<file path="src/rtl/csi2_pkg.sv">
// rtl/csi2_pkg.sv - shared data types, header layout and FSM encoding for the CSI-2 packet layer
package csi2_pkg;

  localparam logic [5:0] DT_FS   = 6'h00;
  localparam logic [5:0] DT_FE   = 6'h01;
  localparam logic [5:0] DT_LS   = 6'h02;
  localparam logic [5:0] DT_LE   = 6'h03;
  localparam logic [5:0] DT_RAW8 = 6'h2A;

  // Bit offsets of the header fields inside the merged 32-bit lane word
  localparam int HDR_DI_LSB  = 0;
  localparam int HDR_WC_LSB  = 8;
  localparam int HDR_ECC_LSB = 24;

  typedef enum logic [2:0] {
    ST_IDLE,
    ST_PAYLOAD,
    ST_DROP,
    ST_CRC,
    ST_WAIT_EOT
  } state_t;

  // Byte enables for the final payload word: rem bytes, packed from byte 0
  function automatic logic [3:0] pay_be_for_rem(input logic [15:0] rem);
    logic [3:0] be;
    case (rem)
      16'd0:   be = 4'b0000;
      16'd1:   be = 4'b0001;
      16'd2:   be = 4'b0011;
      16'd3:   be = 4'b0111;
      default: be = 4'b1111;
    endcase
    return be;
  endfunction

endpackage

</file>
<file path="src/rtl/csi2_ecc_calc.sv">
// rtl/csi2_ecc_calc.sv - combinational 24-bit to 6-bit CSI-2 packet header ECC parity
module csi2_ecc_calc (
  input  logic [23:0] hdr,
  output logic [5:0]  ecc
);

  assign ecc[0] = hdr[0] ^ hdr[1] ^ hdr[2] ^ hdr[4] ^ hdr[5] ^ hdr[7] ^ hdr[10] ^ hdr[11]
                ^ hdr[13] ^ hdr[16] ^ hdr[20] ^ hdr[21] ^ hdr[22] ^ hdr[23];
  assign ecc[1] = hdr[0] ^ hdr[1] ^ hdr[3] ^ hdr[4] ^ hdr[6] ^ hdr[8] ^ hdr[10] ^ hdr[12]
                ^ hdr[14] ^ hdr[17] ^ hdr[20] ^ hdr[21] ^ hdr[22] ^ hdr[23];
  assign ecc[2] = hdr[0] ^ hdr[2] ^ hdr[3] ^ hdr[5] ^ hdr[6] ^ hdr[9] ^ hdr[11] ^ hdr[12]
                ^ hdr[15] ^ hdr[18] ^ hdr[20] ^ hdr[21] ^ hdr[22];
  assign ecc[3] = hdr[1] ^ hdr[2] ^ hdr[3] ^ hdr[7] ^ hdr[8] ^ hdr[9] ^ hdr[13] ^ hdr[14]
                ^ hdr[15] ^ hdr[19] ^ hdr[20] ^ hdr[21] ^ hdr[23];
  assign ecc[4] = hdr[4] ^ hdr[5] ^ hdr[6] ^ hdr[7] ^ hdr[8] ^ hdr[9] ^ hdr[16] ^ hdr[17]
                ^ hdr[18] ^ hdr[19] ^ hdr[20] ^ hdr[22] ^ hdr[23];
  assign ecc[5] = hdr[10] ^ hdr[11] ^ hdr[12] ^ hdr[13] ^ hdr[14] ^ hdr[15] ^ hdr[16]
                ^ hdr[17] ^ hdr[18] ^ hdr[19] ^ hdr[21] ^ hdr[22] ^ hdr[23];

endmodule

</file>
<file path="src/rtl/csi2_packet_parser.sv">
// rtl/csi2_packet_parser.sv - 4-lane CSI-2 packet layer: header parse, short/long split; CSI2_ECC_CHECK_EN enables header ECC check
module csi2_packet_parser
  import csi2_pkg::*;
#(
  parameter logic [3:0] VC_ACCEPT   = 4'hF,
  parameter logic [5:0] MIN_LONG_DT = 6'h10
) (
  input  logic        clk,
  input  logic        rstn,
  input  logic [3:0]  byte_gate,
  input  logic [3:0]  hs_mode,
  input  logic [31:0] data,
  output logic        hdr_valid,
  output logic [7:0]  hdr_di,
  output logic [15:0] hdr_wc,
  output logic        pay_valid,
  output logic [31:0] pay_data,
  output logic [3:0]  pay_be,
  output logic        pay_last,
  output logic        frame_start,
  output logic        frame_end,
  output logic        line_start,
  output logic        line_end,
  output logic        ecc_err,
  output logic        trunc_err
);

  state_t      state, state_nxt;
  logic [15:0] rem, rem_nxt;

  logic        hdr_valid_nxt, pay_valid_nxt, pay_last_nxt;
  logic [7:0]  hdr_di_nxt;
  logic [15:0] hdr_wc_nxt;
  logic [31:0] pay_data_nxt;
  logic [3:0]  pay_be_nxt;
  logic        fs_nxt, fe_nxt, ls_nxt, le_nxt, ecc_err_nxt, trunc_err_nxt;

  logic        word_ok, hs_done, ecc_ok, vc_ok, is_long, last_word;
  logic [7:0]  rx_di;
  logic [15:0] rx_wc;
  logic [5:0]  rx_dt;

  assign word_ok   = (byte_gate == 4'hF);
  assign hs_done   = ~&hs_mode;
  assign rx_di     = data[HDR_DI_LSB +: 8];
  assign rx_wc     = data[HDR_WC_LSB +: 16];
  assign rx_dt     = rx_di[5:0];
  assign vc_ok     = VC_ACCEPT[rx_di[7:6]];
  assign is_long   = (rx_dt >= MIN_LONG_DT);
  assign last_word = (rem <= 16'd4);

`ifdef CSI2_ECC_CHECK_EN
  logic [5:0] ecc_calc;

  csi2_ecc_calc u_ecc (
    .hdr (data[23:0]),
    .ecc (ecc_calc)
  );

  assign ecc_ok = (ecc_calc == data[HDR_ECC_LSB +: 6]);
`else
  assign ecc_ok = 1'b1;
`endif

  // Next-state and next-output decode; pulses default low, header/payload fields hold
  always_comb begin
    state_nxt     = state;
    rem_nxt       = rem;
    hdr_valid_nxt = 1'b0;
    hdr_di_nxt    = hdr_di;
    hdr_wc_nxt    = hdr_wc;
    pay_valid_nxt = 1'b0;
    pay_data_nxt  = pay_data;
    pay_be_nxt    = 4'h0;
    pay_last_nxt  = 1'b0;
    fs_nxt        = 1'b0;
    fe_nxt        = 1'b0;
    ls_nxt        = 1'b0;
    le_nxt        = 1'b0;
    ecc_err_nxt   = 1'b0;
    trunc_err_nxt = 1'b0;
    case (state)
      ST_IDLE: begin
        if (word_ok && !hs_done) begin
          if (!ecc_ok) begin
            ecc_err_nxt = 1'b1;
            state_nxt   = ST_WAIT_EOT;
          end else if (!vc_ok) begin
            rem_nxt   = rx_wc;
            state_nxt = is_long ? ST_DROP : ST_WAIT_EOT;
          end else begin
            hdr_valid_nxt = 1'b1;
            hdr_di_nxt    = rx_di;
            hdr_wc_nxt    = rx_wc;
            if (is_long) begin
              rem_nxt   = rx_wc;
              state_nxt = (rx_wc == 16'd0) ? ST_CRC : ST_PAYLOAD;
            end else begin
              fs_nxt    = (rx_dt == DT_FS);
              fe_nxt    = (rx_dt == DT_FE);
              ls_nxt    = (rx_dt == DT_LS);
              le_nxt    = (rx_dt == DT_LE);
              state_nxt = ST_WAIT_EOT;
            end
          end
        end
      end
      ST_PAYLOAD, ST_DROP: begin
        if (hs_done) begin
          trunc_err_nxt = 1'b1;
          state_nxt     = ST_IDLE;
        end else if (word_ok) begin
          if (state == ST_PAYLOAD) begin
            pay_valid_nxt = 1'b1;
            pay_data_nxt  = data;
            pay_be_nxt    = pay_be_for_rem(rem);
            pay_last_nxt  = last_word;
          end
          rem_nxt = last_word ? 16'd0 : rem - 16'd4;
          // A 3- or 4-byte tail leaves no room for the CRC, which then follows as its own word
          if (last_word) state_nxt = (rem >= 16'd3) ? ST_CRC : ST_WAIT_EOT;
        end
      end
      ST_CRC: begin
        if (hs_done) begin
          trunc_err_nxt = 1'b1;
          state_nxt     = ST_IDLE;
        end else if (word_ok) begin
          state_nxt = ST_WAIT_EOT;
        end
      end
      ST_WAIT_EOT: begin
        if (hs_done) state_nxt = ST_IDLE;
      end
      default: state_nxt = ST_IDLE;
    endcase
  end

  // FSM state and remaining byte count
  always_ff @(posedge clk or negedge rstn) begin
    if (!rstn) begin
      state <= ST_IDLE;
      rem   <= 16'd0;
    end else begin
      state <= state_nxt;
      rem   <= rem_nxt;
    end
  end

  // Registered outputs, one cycle after the accepted word
  always_ff @(posedge clk or negedge rstn) begin
    if (!rstn) begin
      hdr_valid   <= 1'b0;
      hdr_di      <= 8'h0;
      hdr_wc      <= 16'h0;
      pay_valid   <= 1'b0;
      pay_data    <= 32'h0;
      pay_be      <= 4'h0;
      pay_last    <= 1'b0;
      frame_start <= 1'b0;
      frame_end   <= 1'b0;
      line_start  <= 1'b0;
      line_end    <= 1'b0;
      ecc_err     <= 1'b0;
      trunc_err   <= 1'b0;
    end else begin
      hdr_valid   <= hdr_valid_nxt;
      hdr_di      <= hdr_di_nxt;
      hdr_wc      <= hdr_wc_nxt;
      pay_valid   <= pay_valid_nxt;
      pay_data    <= pay_data_nxt;
      pay_be      <= pay_be_nxt;
      pay_last    <= pay_last_nxt;
      frame_start <= fs_nxt;
      frame_end   <= fe_nxt;
      line_start  <= ls_nxt;
      line_end    <= le_nxt;
      ecc_err     <= ecc_err_nxt;
      trunc_err   <= trunc_err_nxt;
    end
  end

endmodule

</file>
<file path="config.mk">
export PLATFORM = sky130hd
export DESIGN_NAME = csi2_packet_parser
export DESIGN_NICKNAME = d
export VERILOG_FILES = /design/src/rtl/csi2_pkg.sv /design/src/rtl/csi2_ecc_calc.sv /design/src/rtl/csi2_packet_parser.sv
export SDC_FILE = /design/constraint.sdc
export NUM_CORES = 1
export LEC_CHECK = 0
export CORE_ASPECT_RATIO = 1.25
export CORE_MARGIN = 2
export CORE_UTILIZATION = 41
export DETAILED_ROUTE_END_ITERATION = 12
export PLACE_DENSITY = 0.73
export RECOVER_POWER = 25
export SLEW_MARGIN = 15
export SYNTH_ARGS = -nofsm -noshare
export SYNTH_HDL_FRONTEND = slang
export SYNTH_SLANG_ARGS = --single-unit
</file>
<file path="constraint.sdc">
create_clock -name clk -period 2.9 [get_ports clk]
set_clock_uncertainty 0.2 [all_clocks]
set_input_delay 0.58 -clock clk [delete_from_list [all_inputs] [get_ports clk]]
set_output_delay 0.58 -clock clk [all_outputs]
set_load 0.05 [all_outputs]
</file>
==> results of run 1 <==
[cell usage in the layout, fill, tap and decap left out, types with 3 or more instances in the layout]
cell type        Yosys  final
a21oi_1              7      7
a22o_1               5      5
a32oi_1              4      4
and3_1               5      5
buf_4                1     10
clkbuf_16            0      9
clkdlybuf4s50_1      0    108
dfrtp_1             87     87
ha_1                 3      3
inv_1               10     10
mux2_2              58     58
nand2_1             10     10
nand2b_1             4      4
nand3_1              8      8
nor2_1              14     14
nor3_1              13     13
nor4_1               7      7
o21ai_0             14     14
o2bb2ai_1            4      4
o31ai_1              4      4
or3_1                5      5
[worst max-delay path by stage]
| stage | from | end | cells after the start |
|---|---|---|---|
| after global routing | rem[8] | state[1] | 5 |
| after floorplan | rem[8] | state[0] | 6 |
| after CTS | rem[8] | state[1] | 5 |
| final | rem[8] | state[1] | 5 |
| after global placement | hs_mode[2] | pay_data[26] | 5 |
| after detailed placement | hs_mode[2] | pay_data[27] | 5 |
[synth_stat cells, drive strengths merged, types with 2 or more instances]
master,n
and3,5
o2bb2ai,4
clkbuf,9
a32o,2
or4,4
inv,10
a22o,5
o311ai,2
ha,3
nor3,13
nor4,7
nor2,14
or3,5
a32oi,4
nand2,10
o31a,2
dfrtp,87
o31ai,5
o41ai,2
mux2,58
nand2b,4
nand4,2
a22oi,2
nand3,8
buf,7
a21oi,7
o21ai,15
[metal layers]
metal  track usage  vias to the layer above  part of all wire
li1              -                     1384                 -
met1         0.243                     1484              0.39
met2         0.336                      127              0.51
met3        0.0423                       23             0.063
met4         0.106                        0             0.031
met5             0                        -                 0
[registers in the layout (all words and copies together), names as in the netlist]
name	flops
line_end	1
hdr_wc	16
state	3
trunc_err	1
rem	16
hdr_di	8
pay_last	1
frame_start	1
pay_valid	1
pay_be	4
pay_data	32
line_start	1
hdr_valid	1
frame_end	1
[kinds of logic after synthesis]
kind of cell             synth area share
adder cells (fa/ha/maj)           0.00980
other                            0.000979
multiplexers                        0.170
AND/OR/NAND/NOR                     0.105
AO/OA/AOI/OAI                       0.114
buffers and inverters              0.0310
flip-flops                          0.568
[power breakdown]
| group | total (mW) | switching (mW) | internal (mW) |
|---|---|---|---|
| combinational | 1.05 | 0.652 | 0.397 |
| sequential | 1.41 | 0.0880 | 1.33 |
| clock | 1.16 | 0.465 | 0.691 |
| total | 3.62 | 1.20 | 2.41 |
[final cells by class]
class / instances / area [um2]
Clock inverter: 4 / 55.1
Clock buffer: 11 / 243
Tap cell: 123 / 154
Multi-Input combinational cell: 196 / 1540
Inverter: 10 / 37.5
Fill cell: 774 / 3730
Sequential cell: 87 / 2180
Timing Repair Buffer: 121 / 1190
==> impl_results.md, run 1 <==
* Placed cell count at 537
* Diodes inserted at 0
* Top cell type's share of synthesized area at 0.568
* Critical R2R Launch: rem[8]
* Power, Total at 3.62 mW
* Critical path's most frequent cell: or4_4
* Reg-to-reg slack, setup at 0.18 ns
* Residual DRC count at 0
* Gpl congestion at 0.873
* Clk pin slew, worst setup/hold paths at 0.06 ns
* Peak supply drop at 0.499 mV
* Fmax at 0.368 GHz
* WHS at 0.235 ns
* Top cell family by delay on the critical path: simple AND/OR/NAND/NOR gates
* Detailed Routing Iterations Pass 1 at 6
* Syn_nets at 354
* Worst setup SP type: register
* Post-synth EDFFs at 0
* Initial core utilization at 0.420
* Clk sinks at 87
* CP peak stage delay at 0.56 ns
* IO Port Bufs at 109
* Vias at 3,018
* Avg WL per Cell at 17.6 um
* Starting DRT DRC Count at 238
* P&R area growth vs syn at 40.8%
* Ys async rst share at 1.00
* Tmin final at 2.72 ns
* # H-tree levels at 3
* Largest net degree at the start of global routing at 46
* Status: complete, no violations
* Synth Register Bits at 87
* Final Util at 0.591
* First-pass GRT wire length at 16,000 um
* Req. time, crit path at 2.92 ns
* Synth Flop Type: dfrtp_1
* Area leader, netlist: dfrtp_1
* Core area at 9130 um2
* Post-CTS setup buffers at 0
* Sequential fraction of the synthesis area at 0.568
* Critical path type: reg -> reg
* Post-Syn Instances at 309
* Power Density at 671 nW/um2
* Number of buffers and inverters on the critical path at 0
* RSZ-0062 raised after global routing: no
* Die Y at 112 um
* Die Wd at 90.5 um
* Layout Cells excl Fill at 552
* Avg Vias per Cell at 5.47
* Vias in the first global route at 3,137
* Final ANT Viol Nets at 0
* Slew headroom at 0.251
* Reg2reg end: state[1]
* Warnings from Yosys at 0
* Worst Path Max Fanout at 13
* Final wirelength at 9710 um
* I/O pin cnt at 111
* CP cell instances: or4_4 -> or4_4 -> o31ai_1 -> and3_1 -> mux2_2
* Mapped Area at 3830 um2
* Total GRT Usage at 0.200
* CTS Root Cell: clkbuf_16
* Max-Cap Viols at 0
* Place WS at 0.117 ns
* CTS tree: built
* Final hold violation count at 0
* Initial antenna violation count at 0
* DP Wirelength at 6900 um
* Worst EP arrival at 2.74 ns
* Die area at 10,100 um2
* Unique masters post-synth at 46
* Worst r2r path cells at 5
* Total gr overflow at 0
* Tcrit/Tclk final at 0.937
* Syn avg cell area at 12.4 um2
* Placed cell area at 5110 um2
* Layout Nets at 470
* Pleak at 2.41 nW
* # hold bufs at CTS at 0
* Setup tns final at 0 ns
* Slew Viols, Final at 0
* Worst slew pin tran at 1.12 ns
* Cts bufs inserted at 9
* Layout cell share with drive strength beyond 1 at 0.210
* Endpoints failing setup at 0
* Rows at 39
* Number of gates resized after cts at 0
* Ranking of synthesized cells by area: dfrtp_1 (57%), mux2_2 (17%), o21ai_0 (1.8%)
* Crit end category: register
* Max clock buf depth at 2
* Slowest cell on crit path: or4_4
* Clk_lat worst skew at 0.33 ns
* Finished layout cell area at 5390 um2
* PnR worst setup slack at 0.181 ns
* Hold Path Class: in -> async
Power figures use the tool's default switching activity.
==> run 2: changes to the inputs <==
--- a/config.mk
+++ b/config.mk
@@ -7,10 +7,11 @@
 export LEC_CHECK = 0
 export CORE_ASPECT_RATIO = 1.25
 export CORE_MARGIN = 2
-export CORE_UTILIZATION = 41
+export CORE_UTILIZATION = 47
 export DETAILED_ROUTE_END_ITERATION = 12
-export PLACE_DENSITY = 0.73
+export PLACE_DENSITY = 0.81
 export RECOVER_POWER = 25
+export SETUP_SLACK_MARGIN = 0.05
 export SLEW_MARGIN = 15
 export SYNTH_ARGS = -nofsm -noshare
 export SYNTH_HDL_FRONTEND = slang
==> impl_results.md, run 2 (synthesis results as in run 1) <==
* Worst r2r path cells at 5 (unchanged)
* Tmin final at 2.71 ns (-0.00970 ns)
* Rows at 36 (-7.7%)
* Vias at 2,980 (-1.3%)
* Routing usage on met3 at 0.0466 (+0.00432)
* Die area at 8890 um2 (-12%)
* Worst EP arrival at 2.75 ns (about the same)
* Grt met2 use at 0.362 (+0.0264)
* Post-CTS setup buffers at 0 (unchanged)
* Worst Path Max Fanout at 13 (unchanged)
* Diodes inserted at 0 (unchanged)
* Final ANT Viol Nets at 0 (unchanged)
* # H-tree levels at 3 (unchanged)
* Residual DRC count at 0 (unchanged)
* First-pass GRT wire length at 15,200 um (-4.8%)
* IO Port Bufs at 109 (unchanged)
* DP Wirelength at 6730 um (-2.6%)
* # hold bufs at CTS at 0 (unchanged)
* Tcrit/Tclk final at 0.934 (-0.00335)
* Critical path type: reg -> reg
* Die Y at 105 um (-6.4%)
* Max-Cap Viols at 0 (unchanged)
* Avg Vias per Cell at 5.68 (+3.8%)
* Power Density at 619 nW/um2 (-7.7%)
* Fmax at 0.369 GHz (+0.36%)
* Sequential Area at 2180 um2 (unchanged)
* Gr busiest metal: met2
* Endpoints failing setup at 0 (unchanged)
* Setup tns final at 0 ns (unchanged)
* Detailed Routing Iterations Pass 1 at 4 (-2)
* Initial antenna violation count at 0 (unchanged)
* I/O pin cnt at 111 (unchanged)
* Total GRT Usage at 0.217 (+0.0167)
* Initial core utilization at 0.489 (+0.0690)
* Worst slew pin tran at 1.13 ns (+0.00890 ns)
* Layout cell share with drive strength beyond 1 at 0.214 (+0.00416)
* Layout Cells excl Fill at 525 (-4.9%)
* Reg-to-reg slack, setup at 0.19 ns (about the same)
* Slew Viols, Final at 0 (unchanged)
* Clk sinks at 87 (unchanged)
* Worst setup SP type: register
* Die Wd at 84.8 um (-6.3%)
* Cts bufs inserted at 9 (unchanged)
* Vias in the first global route at 3,028 (-3.5%)
* CTS Root Cell: clkbuf_8
* Final hold violation count at 0 (unchanged)
* P&R area growth vs syn at 36.9%
* Core area at 7840 um2 (-14%)
* Gpl congestion at 0.866 (-0.80%)
* Clk pin slew, worst setup/hold paths at 0.10 ns (+0.04 ns)
* Largest registers: pay_data: 32 flops, hdr_wc: 16 flops, rem: 16 flops
* Req. time, crit path at 2.94 ns (+0.02 ns)
* Starting DRT DRC Count at 252 (+5.9%)
* Crit end category: register
* Largest net degree at the start of global routing at 47 (+2.2%)
* Placed cell count at 509 (-5.2%)
* Max clock buf depth at 2 (unchanged)
* Total gr overflow at 0 (unchanged)
* Critical R2R Launch: rem[8]
* Clk_lat worst skew at 0.35 ns (+0.02 ns)
* Area of the multi-input gates at 1540 um2 (unchanged)
* Avg WL per Cell at 17.7 um (+0.40%)
* CTS tree: built
* Peak supply drop at 0.356 mV (-29%)
* Most frequent cells in the layout: clkdlybuf4s50_1 (108), dfrtp_1 (87), mux2_2 (58)
* Hold Path Class: in -> async
* Slew headroom at 0.245 (-0.00593)
* GR Util met1 at 0.277 (+0.0344)
* Layout Nets at 470 (unchanged)
* Total of fill cells in the finished design at 605 (-22%)
* Number of gates resized after cts at 0 (unchanged)
* RSZ-0062 raised after global routing: no
* Pleak at 2.36 nW (-2.0%)
* Reg2reg end: state[1]
* Max reg flops at 32 (unchanged)
* Final wirelength at 9270 um (-4.5%)
* Status: complete, no violations
* Biggest register: pay_data
* Commonest non-fill, non-tap cell in the layout: clkdlybuf4s50_1
## run 2: cell count changes in the layout (fill, tap and decap cells not counted), sizes merged
| cell | before | now |
|---|---|---|
| bufinv | 1 | 0 |
| clkbuf | 13 | 11 |
| inv | 11 | 15 |
## run 2: final cells by class
class,count,area share
Clock buffer,9,0.0236
Clock inverter,7,0.0117
Inverter,10,0.00715
Multi-Input combinational cell,196,0.294
Sequential cell,87,0.415
Tap cell,95,0.0227
Timing Repair Buffer,121,0.226
## run 2: routing by layer
metal	vias to the layer above	share of wire
li1	1387	-
met1	1487	0.41
met2	91	0.52
met3	15	0.049
met4	0	0.017
met5	-	0
## run 2: how the worst max path moves through the flow
stage | from | end | slack [ns] | cells after the start
floorplan | rem[8] | state[0] | 0.27 | 6
global placement | hs_mode[2] | rem[3] | 0.19 | 8
detailed placement | hs_mode[3] | pay_data[24] | 0.16 | 5
CTS | rem[8] | state[1] | 0.18 | 5
global route | rem[8] | state[2] | 0.09 | 5
finish | rem[8] | state[1] | 0.19 | 5
## run 2: per-stage QoR
stage	hold WS, ns	instance area, um2	utilization	worst slack, ns	total power, mW
2_1_floorplan	0.0844	3830	-	0.268	2.11
3_5_place_dp	0.293	5080	0.648	0.156	2.48
3_3_place_gp	0.286	5080	0.648	0.193	2.45
5_1_grt	0.313	5250	0.669	0.0876	3.41
4_1_cts	0.0279	5260	0.672	0.183	3.27
6_report	0.225	5250	0.669	0.191	3.25
## run 2: where the power goes
| part | internal, mW | switching, mW |
|---|---|---|
| sequential | 1.32 | 0.0872 |
| combinational | 0.397 | 0.642 |
| clock | 0.331 | 0.468 |
## run 2: worst max-delay path, stage by stage (launching register included)
cell      delay (ns)
dfrtp_1         0.45
or4_4           0.57
or4_4           0.53
o311ai_0        0.43
o21ai_0         0.14
mux2_2          0.28
==> run 3: changes to the inputs <==
--- a/config.mk
+++ b/config.mk
@@ -8,6 +8,7 @@
 export CORE_ASPECT_RATIO = 1.25
 export CORE_MARGIN = 2
 export CORE_UTILIZATION = 47
+export CTS_CLUSTER_SIZE = 20
 export DETAILED_ROUTE_END_ITERATION = 12
 export PLACE_DENSITY = 0.81
 export RECOVER_POWER = 25
==> results of run 3 <==
Same layout as run 2: the final DEF is identical, and so are final timing and power.
